**src/rtl/sens_transmitter.sv**
```systemverilog
// Serial sample transmitter: accepts a 16-bit sample on a valid/ready
// handshake and sends it as back-to-back 8N1 bytes (low, high, optional
// XOR checksum), one bit per clk_en_i pulse, then holds the line idle for
// FRAME_GAP bit periods before it accepts the next sample.
module sens_transmitter #(
    parameter int unsigned FRAME_GAP   = 1,
    parameter bit          CHECKSUM_EN = 1'b0
) (
    input  logic        clk_in_i,
    input  logic        reset_i,
    input  logic        clk_en_i,
    input  logic [15:0] sens_data_i,
    input  logic        sens_valid_i,
    output logic        sens_ready_o,
    output logic        sens_tx_o,
    output logic        busy_o
);

    typedef enum logic [2:0] {
        S_IDLE,
        S_ARMED,
        S_START,
        S_DATA,
        S_STOP,
        S_GAP
    } state_t;

    localparam logic [1:0] N_BYTES  = CHECKSUM_EN ? 2'd3 : 2'd2;
    localparam logic [3:0] GAP_LAST = (FRAME_GAP == 0) ? 4'd0 : 4'(FRAME_GAP - 1);

    state_t      state_q, state_d;
    logic [23:0] shift_q, shift_d;
    logic [2:0]  bit_cnt_q, bit_cnt_d;
    logic [1:0]  byte_cnt_q, byte_cnt_d;
    logic [3:0]  gap_cnt_q, gap_cnt_d;
    logic        tx_q, tx_d;
    logic        ready_q, ready_d;
    logic        busy_q, busy_d;
    logic [7:0]  checksum;

    assign checksum     = CHECKSUM_EN ? (sens_data_i[7:0] ^ sens_data_i[15:8]) : 8'h00;
    assign sens_ready_o = ready_q;
    assign sens_tx_o    = tx_q;
    assign busy_o       = busy_q;

    // Next-state and next-output computation; line changes only on clk_en_i
    always_comb begin
        state_d    = state_q;
        shift_d    = shift_q;
        bit_cnt_d  = bit_cnt_q;
        byte_cnt_d = byte_cnt_q;
        gap_cnt_d  = gap_cnt_q;
        tx_d       = tx_q;
        ready_d    = ready_q;
        busy_d     = busy_q;
        case (state_q)
            S_IDLE: begin
                if (sens_valid_i && ready_q) begin
                    shift_d    = {checksum, sens_data_i};
                    byte_cnt_d = N_BYTES;
                    ready_d    = 1'b0;
                    state_d    = S_ARMED;
                end
            end
            S_ARMED: begin
                if (clk_en_i) begin
                    tx_d    = 1'b0;
                    busy_d  = 1'b1;
                    state_d = S_START;
                end
            end
            S_START: begin
                if (clk_en_i) begin
                    tx_d      = shift_q[0];
                    shift_d   = {1'b0, shift_q[23:1]};
                    bit_cnt_d = 3'd0;
                    state_d   = S_DATA;
                end
            end
            S_DATA: begin
                if (clk_en_i) begin
                    if (bit_cnt_q == 3'd7) begin
                        tx_d    = 1'b1;
                        state_d = S_STOP;
                    end else begin
                        tx_d      = shift_q[0];
                        shift_d   = {1'b0, shift_q[23:1]};
                        bit_cnt_d = bit_cnt_q + 3'd1;
                    end
                end
            end
            S_STOP: begin
                if (clk_en_i) begin
                    if (byte_cnt_q > 2'd1) begin
                        byte_cnt_d = byte_cnt_q - 2'd1;
                        tx_d       = 1'b0;
                        state_d    = S_START;
                    end else begin
                        byte_cnt_d = 2'd0;
                        busy_d     = 1'b0;
                        if (FRAME_GAP > 0) begin
                            gap_cnt_d = 4'd0;
                            state_d   = S_GAP;
                        end else begin
                            ready_d = 1'b1;
                            state_d = S_IDLE;
                        end
                    end
                end
            end
            S_GAP: begin
                if (clk_en_i) begin
                    if (gap_cnt_q == GAP_LAST) begin
                        gap_cnt_d = 4'd0;
                        ready_d   = 1'b1;
                        state_d   = S_IDLE;
                    end else begin
                        gap_cnt_d = gap_cnt_q + 4'd1;
                    end
                end
            end
            default: state_d = S_IDLE;
        endcase
    end

    // State and output registers with synchronous reset
    always_ff @(posedge clk_in_i) begin
        if (reset_i) begin
            state_q    <= S_IDLE;
            shift_q    <= '0;
            bit_cnt_q  <= '0;
            byte_cnt_q <= '0;
            gap_cnt_q  <= '0;
            tx_q       <= 1'b1;
            ready_q    <= 1'b1;
            busy_q     <= 1'b0;
        end else begin
            state_q    <= state_d;
            shift_q    <= shift_d;
            bit_cnt_q  <= bit_cnt_d;
            byte_cnt_q <= byte_cnt_d;
            gap_cnt_q  <= gap_cnt_d;
            tx_q       <= tx_d;
            ready_q    <= ready_d;
            busy_q     <= busy_d;
        end
    end

endmodule

```
**config.mk**
```make
export PLATFORM = sky130hd
export DESIGN_NAME = sens_transmitter
export DESIGN_NICKNAME = d
export VERILOG_FILES = /design/src/rtl/sens_transmitter.sv
export SDC_FILE = /design/constraint.sdc
export NUM_CORES = 1
export LEC_CHECK = 0
export CAP_MARGIN = 20
export CORE_ASPECT_RATIO = 1.1
export CORE_MARGIN = 5
export CORE_UTILIZATION = 25
export DETAILED_ROUTE_END_ITERATION = 10
export SYNTH_ARGS = -nofsm -noshare
export SYNTH_HDL_FRONTEND = slang
export SYNTH_SLANG_ARGS = --single-unit
```
**constraint.sdc**
```tcl
create_clock -name clk_in_i -period 2.25 [get_ports clk_in_i]
set_input_delay 0.45 -clock clk_in_i [delete_from_list [all_inputs] [get_ports clk_in_i]]
set_output_delay 0.45 -clock clk_in_i [all_outputs]
set_load 0.005 [all_outputs]
```
# [Yosys cells after proc, flatten, opt, wreduce, memory -nomap -nowiden]
# Cells that the tools add are included.
# W data, S select, Z words.
[totals] ff_bits=39 in_bits=20 out_inout_bits=3 wordCells=90
[classes] add_sub_neg=3 magnitude_cmp=1 eq_ne=17 n_mux=43 reduce_logical=18
[ops] cell="$mux W24" n=4
[ops] cell="$pmux W24 S3" n=1
[ops] cell="$mux W3" n=12
[ops] cell="$ne A2 B2 Y1 const B" n=11
[ops] cell="$pmux W3 S6" n=1
[ops] cell="$mux W4" n=4
[ops] cell="$reduce_and A4 Y1" n=4
[ops] cell="$mux W1" n=12
[ops] cell="$reduce_bool A2 Y1" n=5
[ops] cell="$eq A3 B3 Y1 const B" n=3
[ops] cell="$pmux W4 S2" n=1
[ops] cell="$reduce_and A8 Y1" n=1
[ops] cell="$eq A3 B2 Y1 const B" n=2
[ops] cell="$mux W2" n=3
[ops] cell="$pmux W3 S2" n=1
[ops] cell="$reduce_and A6 Y1" n=1
[ops] cell="$reduce_and A5 Y1" n=1
[ops] cell="$add A4 B1 Y4 const B" n=1
[ops] cell="$logic_not A4 Y1" n=1
[ops] cell="$pmux W1 S2" n=2
[ops] cell="$pmux W1 S4" n=1
[ops] cell="$pmux W2 S2" n=1
[ops] cell="$reduce_bool A4 Y1" n=1
[ops] cell="$add A3 B1 Y3 const B" n=1
[ops] cell="other kinds (7)" n=7

# [Longest topological paths before layout]
# Gate-level depths: netlist of the first run.
[depth] depth_word=4 mapped_depth=8 depth_no_buf=7

# [Worst setup path after synthesis of the first run]
# No wires, ideal clock.
[synth_timing] kind="register to register" from="register bit_cnt_q[0]" to="register shift_q[15]" setup_time_ns=0.128 arrival_time_ns=1.550 t_required_ns=2.122 path_slack_ns=0.573 stages_incl_launch_ff=9 path_buffers=1 synth_period_minus_slack_ns=1.677 path_cell_list="dfxtp_1 > ha_1 > ha_1 > nor2b_1 > nand2_1 > a21oi_4 > buf_6 > mux2i_1 > nor2_1"
[synth_between] elab_chain_cells=3
[synth_lines] element="start, declared" line_no="33" source="logic [2:0] bit_cnt_q, bit_cnt_d;"
[synth_lines] element="start signal, assigned" line_no="140" source="bit_cnt_q <= bit_cnt_d;"
[synth_lines] element="$eq A3 B3 Y1" line_no="82" source="if (bit_cnt_q == 3'd7) begin"
[synth_lines] element="$ne A2 B2 Y1 (no line)"
[synth_lines] element="$reduce_and A5 Y1 (no line)"
[synth_lines] element="end signal, assigned" line_no="139" source="shift_q <= shift_d;"
[synth_lines] element="end, declared" line_no="32" source="logic [23:0] shift_q, shift_d;"
# No other way between the ends.
# A chain may end at the register's enable or synchronous reset.

# [Worst setup path after layout of the first run]
[layout_timing] from="register bit_cnt_q[0]" to="register shift_q[0]"
# Same word-level chain as after synthesis.

==> flow_metrics.tcl, run 1 <==
set metrics [dict create \
    outcome "complete, no violations" \
    vdd_ir_drop_max_mv 0.436 \
    critical_path.max_fanout 31 \
    p_total_mw 2.34 \
    tns_ps 0 \
    postSynthRegisterBits 31 \
    synth_warnings 0 \
    timing.rr.start "bit_cnt_q[0]" \
    grt_usage_pct 9.23 \
    num_antenna_cells 0 \
    hold_violations 0 \
    cts.htree.levels 2 \
    design.die.area_sq_mm 0.00861 \
    powerDensity_mw_per_mm2 1100 \
    most-common-layout-cells "sky130_fd_sc_hd__nand2_1 (42), sky130_fd_sc_hd__dfxtp_1 (31), sky130_fd_sc_hd__clkdlybuf4s50_1 (22), sky130_fd_sc_hd__a21oi_1 (16), sky130_fd_sc_hd__nor2_2 (15)" \
    final_period_minus_worst_setup_slack_ps 1900 \
    end_kind "flip-flop" \
    share_clk_of_total_power_pct 18.5 \
    grt_antenna_before_repair 0 \
    tightest_slew_ps 524 \
    cts_max_path_buffers 2 \
    clock_sink_count 31 \
    origin_of_the_worst_setup_path "bit_cnt_q[0]" \
    synth_top_cell_area_share_pct 36.2 \
    synth-main-ff-cell "sky130_fd_sc_hd__dfxtp_1" \
    route.final.wire_length_um 3580 \
    grt_pass1_wl_um 6350 \
    timing.critical_path.slowest_cell_delay_ps 330 \
    grt_overflow 0 \
    route.antenna.remaining_nets 0 \
    synthArstFlopShare_pct 0 \
    area_growth_syn_to_layout_pct 24.7 \
    numPortBuffers 22 \
    largest_net_degree_at_the_start_of_global_routing 32 \
    netlist_instances 202 \
    critical_path.cell_chain "ha_1 -> ha_1 -> nor2b_1 -> nand2_1 -> a21oi_4 -> buf_12 -> nor2_1 -> a311oi_1" \
    via_count 1475 \
    drc 0 \
    cts_hold_repair_buffers 0 \
    synth.cell_area_sq_mm 0.00171 \
    critical_path.most_common_cell "sky130_fd_sc_hd__ha_1" \
    later_pin_clock_latency_in_the_skew_report_ps 290 \
    power_switching_mw 0.926 \
    cts_setup_buffers 0 \
    setup_violating_endpoint_count_in_the_final_report 0 \
    final.period_utilization_pct 84.6 \
    post_drt_wl_per_cell_um 11.6 \
    grt_pass1_vias 1434 \
    slew_violations 0 \
    cell_internal_pwr_mw 1.42 \
    sw_frac_of_total_pct 39.5 \
    clk_transition_reported_paths_ps 60 \
    combinationalPowerShare_pct 44.3 \
    synthDominantAreaCellType "sky130_fd_sc_hd__dfxtp_1" \
    power.sequential.fraction_pct 37.2 \
    synth.area.top_cells "sky130_fd_sc_hd__dfxtp_1 (36%), sky130_fd_sc_hd__a311oi_2 (12%), sky130_fd_sc_hd__nand2_1 (9.2%)" \
    timing.critical_path.arrival_ps 2090 \
    cts_resized 0 \
    clock_tree.root_cell "sky130_fd_sc_hd__clkbuf_8" \
    gp_congestion 0.753 \
    final.setup_skew_ps 10.7 \
    cp_data_required_time_ps 2440 \
    firstDrtPassIters 4 \
    detailed_place_hpwl_um 2520 \
    tritoncts.num_buffers 5 \
    rsz0062_at_grt "false" \
    synth.distinct_cells 40 \
    hold_path_class "reg -> reg" \
    chipHeight_um 96.8 \
    placementRows 31 \
    crit_path_top_delay_cell "sky130_fd_sc_hd__dfxtp_1" \
    tritoncts "done" \
    drv_cap 0 \
    yosysSeqAreaShare_pct 36.2 \
    mappedNetlistNets 226 \
    synth_enable_flop_cells 0 \
    worst_setup_path_start_kind "flip-flop" \
    core_sq_mm 0.00663 \
    initial_standard_cell_utilization_of_the_core_pct 25.8 \
    crit_type "reg -> reg" \
    layout_commonest_cell "sky130_fd_sc_hd__nand2_1" \
    boundaryPins 23 \
    timing.max_slew.rel_slack_pct 65.0 \
    fin_cells 309 \
    clock.fmax_mhz 526 \
    finalNetCount 250 \
    avgViaCountPerCell 4.77 \
    dp_cells 301 \
    cellLeakagePower_nw 0.770 \
    layout-drive-gt1-share_pct 21.6 \
    min_from "bit_cnt_q[2]" \
    dieWidth_um 89.0 \
    drt-initial-drc-count 113 \
    postSynthAreaPerCell_sq_um 8.49 \
]
[stage by stage]
step	utilization, %	hold WS, ps	worst slack, ps	cell area [sq um]
floorplan	-	436	573	1710
global placement	30.9	446	125	2050
detailed placement	30.9	452	50.2	2050
CTS	32.2	461	327	2140
global route	32.2	477	170	2140
finish	32.2	456	348	2140
[registers in the layout (all words and copies together) (netlist names)]
register      cells
busy_o            1
byte_cnt_q        2
gap_cnt_q         4
shift_q          16
sens_ready_o      1
state_q           3
bit_cnt_q         3
sens_tx_o         1
[power groups by stage]
stage	clock network (mW)	registers, mW	logic, mW
final	0.434	0.871	1.04
after global routing	0.471	0.895	1.17
after CTS	0.452	0.871	1.05
after detailed placement	0	0.879	1.05
after global placement	0	0.877	1.03
after floorplan	0	0.829	0.871
[worst max-delay path, delay by kind of cell, from the launching register on]
| kind | cells | cell delay, ps |
|---|---|---|
| compound gates | 2 | 420 |
| simple gates | 3 | 360 |
| flops | 1 | 330 |
| buf+inv | 1 | 230 |
| fa+ha+maj | 2 | 460 |
[cell type report]
class	instances	area [sq um]
fillers	694	4500
multi-input cells	151	990
flip-flops and latches	31	621
repair buffers	32	320
well taps	82	103
clock buffers	6	72.6
inverters	5	18.8
clock inverters	2	12.5
[cells by family (layout without fill, tap and decap cells)]
| logic type | after synthesis | in the layout | synth area share (%) |
|---|---|---|---|
| compound gates | 55 | 55 | 27.7 |
| simple gates | 90 | 90 | 26.0 |
| fa+ha+maj | 4 | 4 | 2.92 |
| buf+inv | 20 | 45 | 6.06 |
| mux | 2 | 2 | 1.17 |
| flops | 31 | 31 | 36.2 |
[final timing paths]
path	to	slack (ps)	cells after the start
hold reg to reg	bit_cnt_q[2]	460	2
setup reg to reg	shift_q[0]	350	8
setup / recovery	shift_q[0]	350	8
hold / removal	bit_cnt_q[2]	460	2
[cells in the mapped netlist (2+ instances only)]
master and instances:
sky130_fd_sc_hd__nor2_2 15, sky130_fd_sc_hd__o211ai_1 2, sky130_fd_sc_hd__dfxtp_1 31, sky130_fd_sc_hd__nand2_1 42, sky130_fd_sc_hd__nor3_1 4, sky130_fd_sc_hd__nand4_1 2, sky130_fd_sc_hd__buf_2 4, sky130_fd_sc_hd__nor2b_1 5
sky130_fd_sc_hd__nor2_1 10, sky130_fd_sc_hd__nand3b_1 2, sky130_fd_sc_hd__ha_1 4, sky130_fd_sc_hd__nand3_1 3, sky130_fd_sc_hd__o21ai_0 9, sky130_fd_sc_hd__buf_6 2, sky130_fd_sc_hd__a21oi_1 16, sky130_fd_sc_hd__mux2i_1 2
sky130_fd_sc_hd__a211o_1 2, sky130_fd_sc_hd__inv_1 4, sky130_fd_sc_hd__clkbuf_1 6, sky130_fd_sc_hd__a21o_1 2, sky130_fd_sc_hd__a311oi_2 14, sky130_fd_sc_hd__a311oi_1 2, sky130_fd_sc_hd__buf_4 2
[layer usage]
metal  up-vias  global-route usage, %  part of all wire (%)  routed length (um)
met3         7                   2.63                   3.8                 136
met5         -                      0                     0                   0
li1        761                      -                     -                   -
met4         0                   4.47                   1.6                  56
met1       687                   11.0                    46                1660
met2        20                   14.9                    48                1730
(Power assumes the default switching activity.)
==> inputs of run 2 (changes only) <==
- clock period: 2.25 -> 1.9 ns (I/O delays scaled with it)
==> flow_metrics.tcl, run 2 (same netlist as run 1, synthesis figures left out) <==
set metrics [dict create \
    numPortBuffers 22 \
    grt_usage_pct 9.20 \
    timing.rr.start "bit_cnt_q[0]" \
    setup_violating_endpoint_count_in_the_final_report 0 \
    critical_path_buf_inv_count 4 \
    hold_depth 2 \
    powerDensity_mw_per_mm2 1360 \
    num-fill-cells 666 \
    critical_path.cell_chain "clkdlybuf4s50_1 -> nand2_1 -> a21o_1 -> a21oi_4 -> buf_12 -> clkbuf_4 -> buf_4 -> a311oi_2" \
    area_growth_syn_to_layout_pct 35.3 \
    timing.critical_path.arrival_ps 2010 \
    largest_net_degree_at_the_start_of_global_routing 32 \
    clk_transition_reported_paths_ps 70 \
    reg2regPathDepth 9 \
    worst-path-stages 8 \
    final.setup_skew_ps 7.19 \
    clock_sink_count 31 \
    via_count 1564 \
    fin_cells 327 \
    avgViaCountPerCell 4.78 \
    layout_commonest_cell "sky130_fd_sc_hd__nand2_1" \
    firstDrtPassIters 4 \
    gp_congestion 0.804 \
    crit_type "in -> reg" \
    route.antenna.remaining_nets 0 \
    grt_overflow 0 \
    slew_violations 0 \
    final.period_utilization_pct 97.3 \
    grt_pass1_wl_um 6380 \
    reg2reg_setup_slack_ps 80 \
    hold_path_class "reg -> reg" \
    tritoncts "done" \
    finalNetCount 269 \
    cp_top_family "buffers and inverters" \
    tritoncts.num_buffers 5 \
    critical_path.max_fanout 8 \
    grt_antenna_before_repair 0 \
    timing.max_slew.rel_slack_pct 64.0 \
    core_sq_mm 0.00663 \
    drv_cap 0 \
    placementRows 31 \
    timing.critical_path.slowest_cell_delay_ps 590 \
    worst_r2r_endpoint "shift_q[5]" \
    crit_end "shift_q[5]" \
    cp_data_required_time_ps 2060 \
    boundaryPins 23 \
    stdcell_area_sq_mm 0.00232 \
    num_antenna_cells 0 \
    registers.top_by_ff_count "shift_q" \
    design.die.area_sq_mm 0.00861 \
    grt_pass1_vias 1455 \
    vdd_ir_drop_max_mv 0.788 \
    tns_ps 0 \
    layout-drive-gt1-share_pct 28.2 \
    final_core_util_pct 35.0 \
    largest_reg_flops 16 \
    drt-initial-drc-count 62 \
    route.final.wire_length_um 3790 \
    most-common-layout-cells "sky130_fd_sc_hd__nand2_1 (42), sky130_fd_sc_hd__dfxtp_1 (31), sky130_fd_sc_hd__buf_4 (23), sky130_fd_sc_hd__clkdlybuf4s50_1 (22), sky130_fd_sc_hd__a21oi_1 (16)" \
    dp_cells 315 \
    instance_area_after_placement_sq_mm 0.00217 \
    largestRegisters "shift_q: 16 flops, gap_cnt_q: 4 flops" \
    clock.fmax_mhz 541 \
    outcome "complete, no violations" \
    tightest_slew_ps 541 \
    cts_max_path_buffers 2 \
    later_pin_clock_latency_in_the_skew_report_ps 280 \
    worst_setup_path_start_kind "primary input" \
    end_kind "flip-flop" \
    hold_violations 0 \
    detailed_place_hpwl_um 2650 \
    dieWidth_um 89.0 \
    chipHeight_um 96.8 \
    final_period_minus_worst_setup_slack_ps 1850 \
    crit_path_top_delay_cell "sky130_fd_sc_hd__clkdlybuf4s50_1" \
    cellLeakagePower_nw 0.883 \
    origin_of_the_worst_setup_path "clk_en_i" \
    drc 0 \
    clock_tree.root_cell "sky130_fd_sc_hd__clkbuf_8" \
    initial_standard_cell_utilization_of_the_core_pct 25.8 \
    cts.htree.levels 2 \
    post_drt_wl_per_cell_um 11.6 \
]
run 2: worst min path at each step:
stage                       startpoint           end
after floorplan           bit_cnt_q[1]  bit_cnt_q[1]
after global placement    bit_cnt_q[1]  bit_cnt_q[1]
after detailed placement  bit_cnt_q[1]  bit_cnt_q[1]
after CTS                 bit_cnt_q[1]  bit_cnt_q[1]
after global routing      bit_cnt_q[1]  bit_cnt_q[1]
final                     bit_cnt_q[2]  bit_cnt_q[2]
run 2: layout make-up:
type                            count  area, sq um  area share, %
Clock inverter                      1         5.00          0.216
Multi-Input combinational cell    151          992           42.8
Tap cell                           82          103           4.43
Timing Repair Buffer               51          497           21.4
Sequential cell                    31          621           26.8
Inverter                            5         18.8          0.809
Clock buffer                        6         82.6           3.56
run 2: power breakdown:
part | internal [mW] | total (mW) | leakage (nW) | switching [mW]
sequential | 0.848 | 1.03 | 0.255 | 0.186
combinational | 0.865 | 1.59 | 0.581 | 0.727
clock | 0.284 | 0.527 | 0.0470 | 0.243
total | 2.00 | 3.15 | 0.883 | 1.16
run 2: metal layers:
| layer | GRT usage, % | routed length [um] | vias up |
|---|---|---|---|
| li1 | - | - | 800 |
| met4 | 3.78 | 72 | 0 |
| met1 | 10.6 | 1750 | 736 |
| met5 | 0 | 0 | - |
| met2 | 15.5 | 1830 | 22 |
| met3 | 2.80 | 134 | 6 |
run 2: repair_timing:
item / 4_1_cts / 5_1_grt
hold endpoints to repair: 0 / 0
gates resized for setup: 0 / 3
setup endpoints to repair: 0 / 5
setup buffers: 0 / 4
hold buffers: 0 / 0
run 2: tightest hold or removal path: cells and delay by family (launching register included):
family | cells | cell delay, ps
AO/OA/AOI/OAI | 1 | 50
flip-flops | 1 | 310
AND/OR/NAND/NOR | 1 | 50
run 2: through the flow:
stage	power (mW)	hold slack (ps)	setup slack, ps
after floorplan	2.01	436	223
after global placement	2.47	444	-125
after detailed placement	2.48	453	-141
after CTS	3.02	462	94.9
after global routing	3.38	517	-12.1
final	3.15	462	51.1
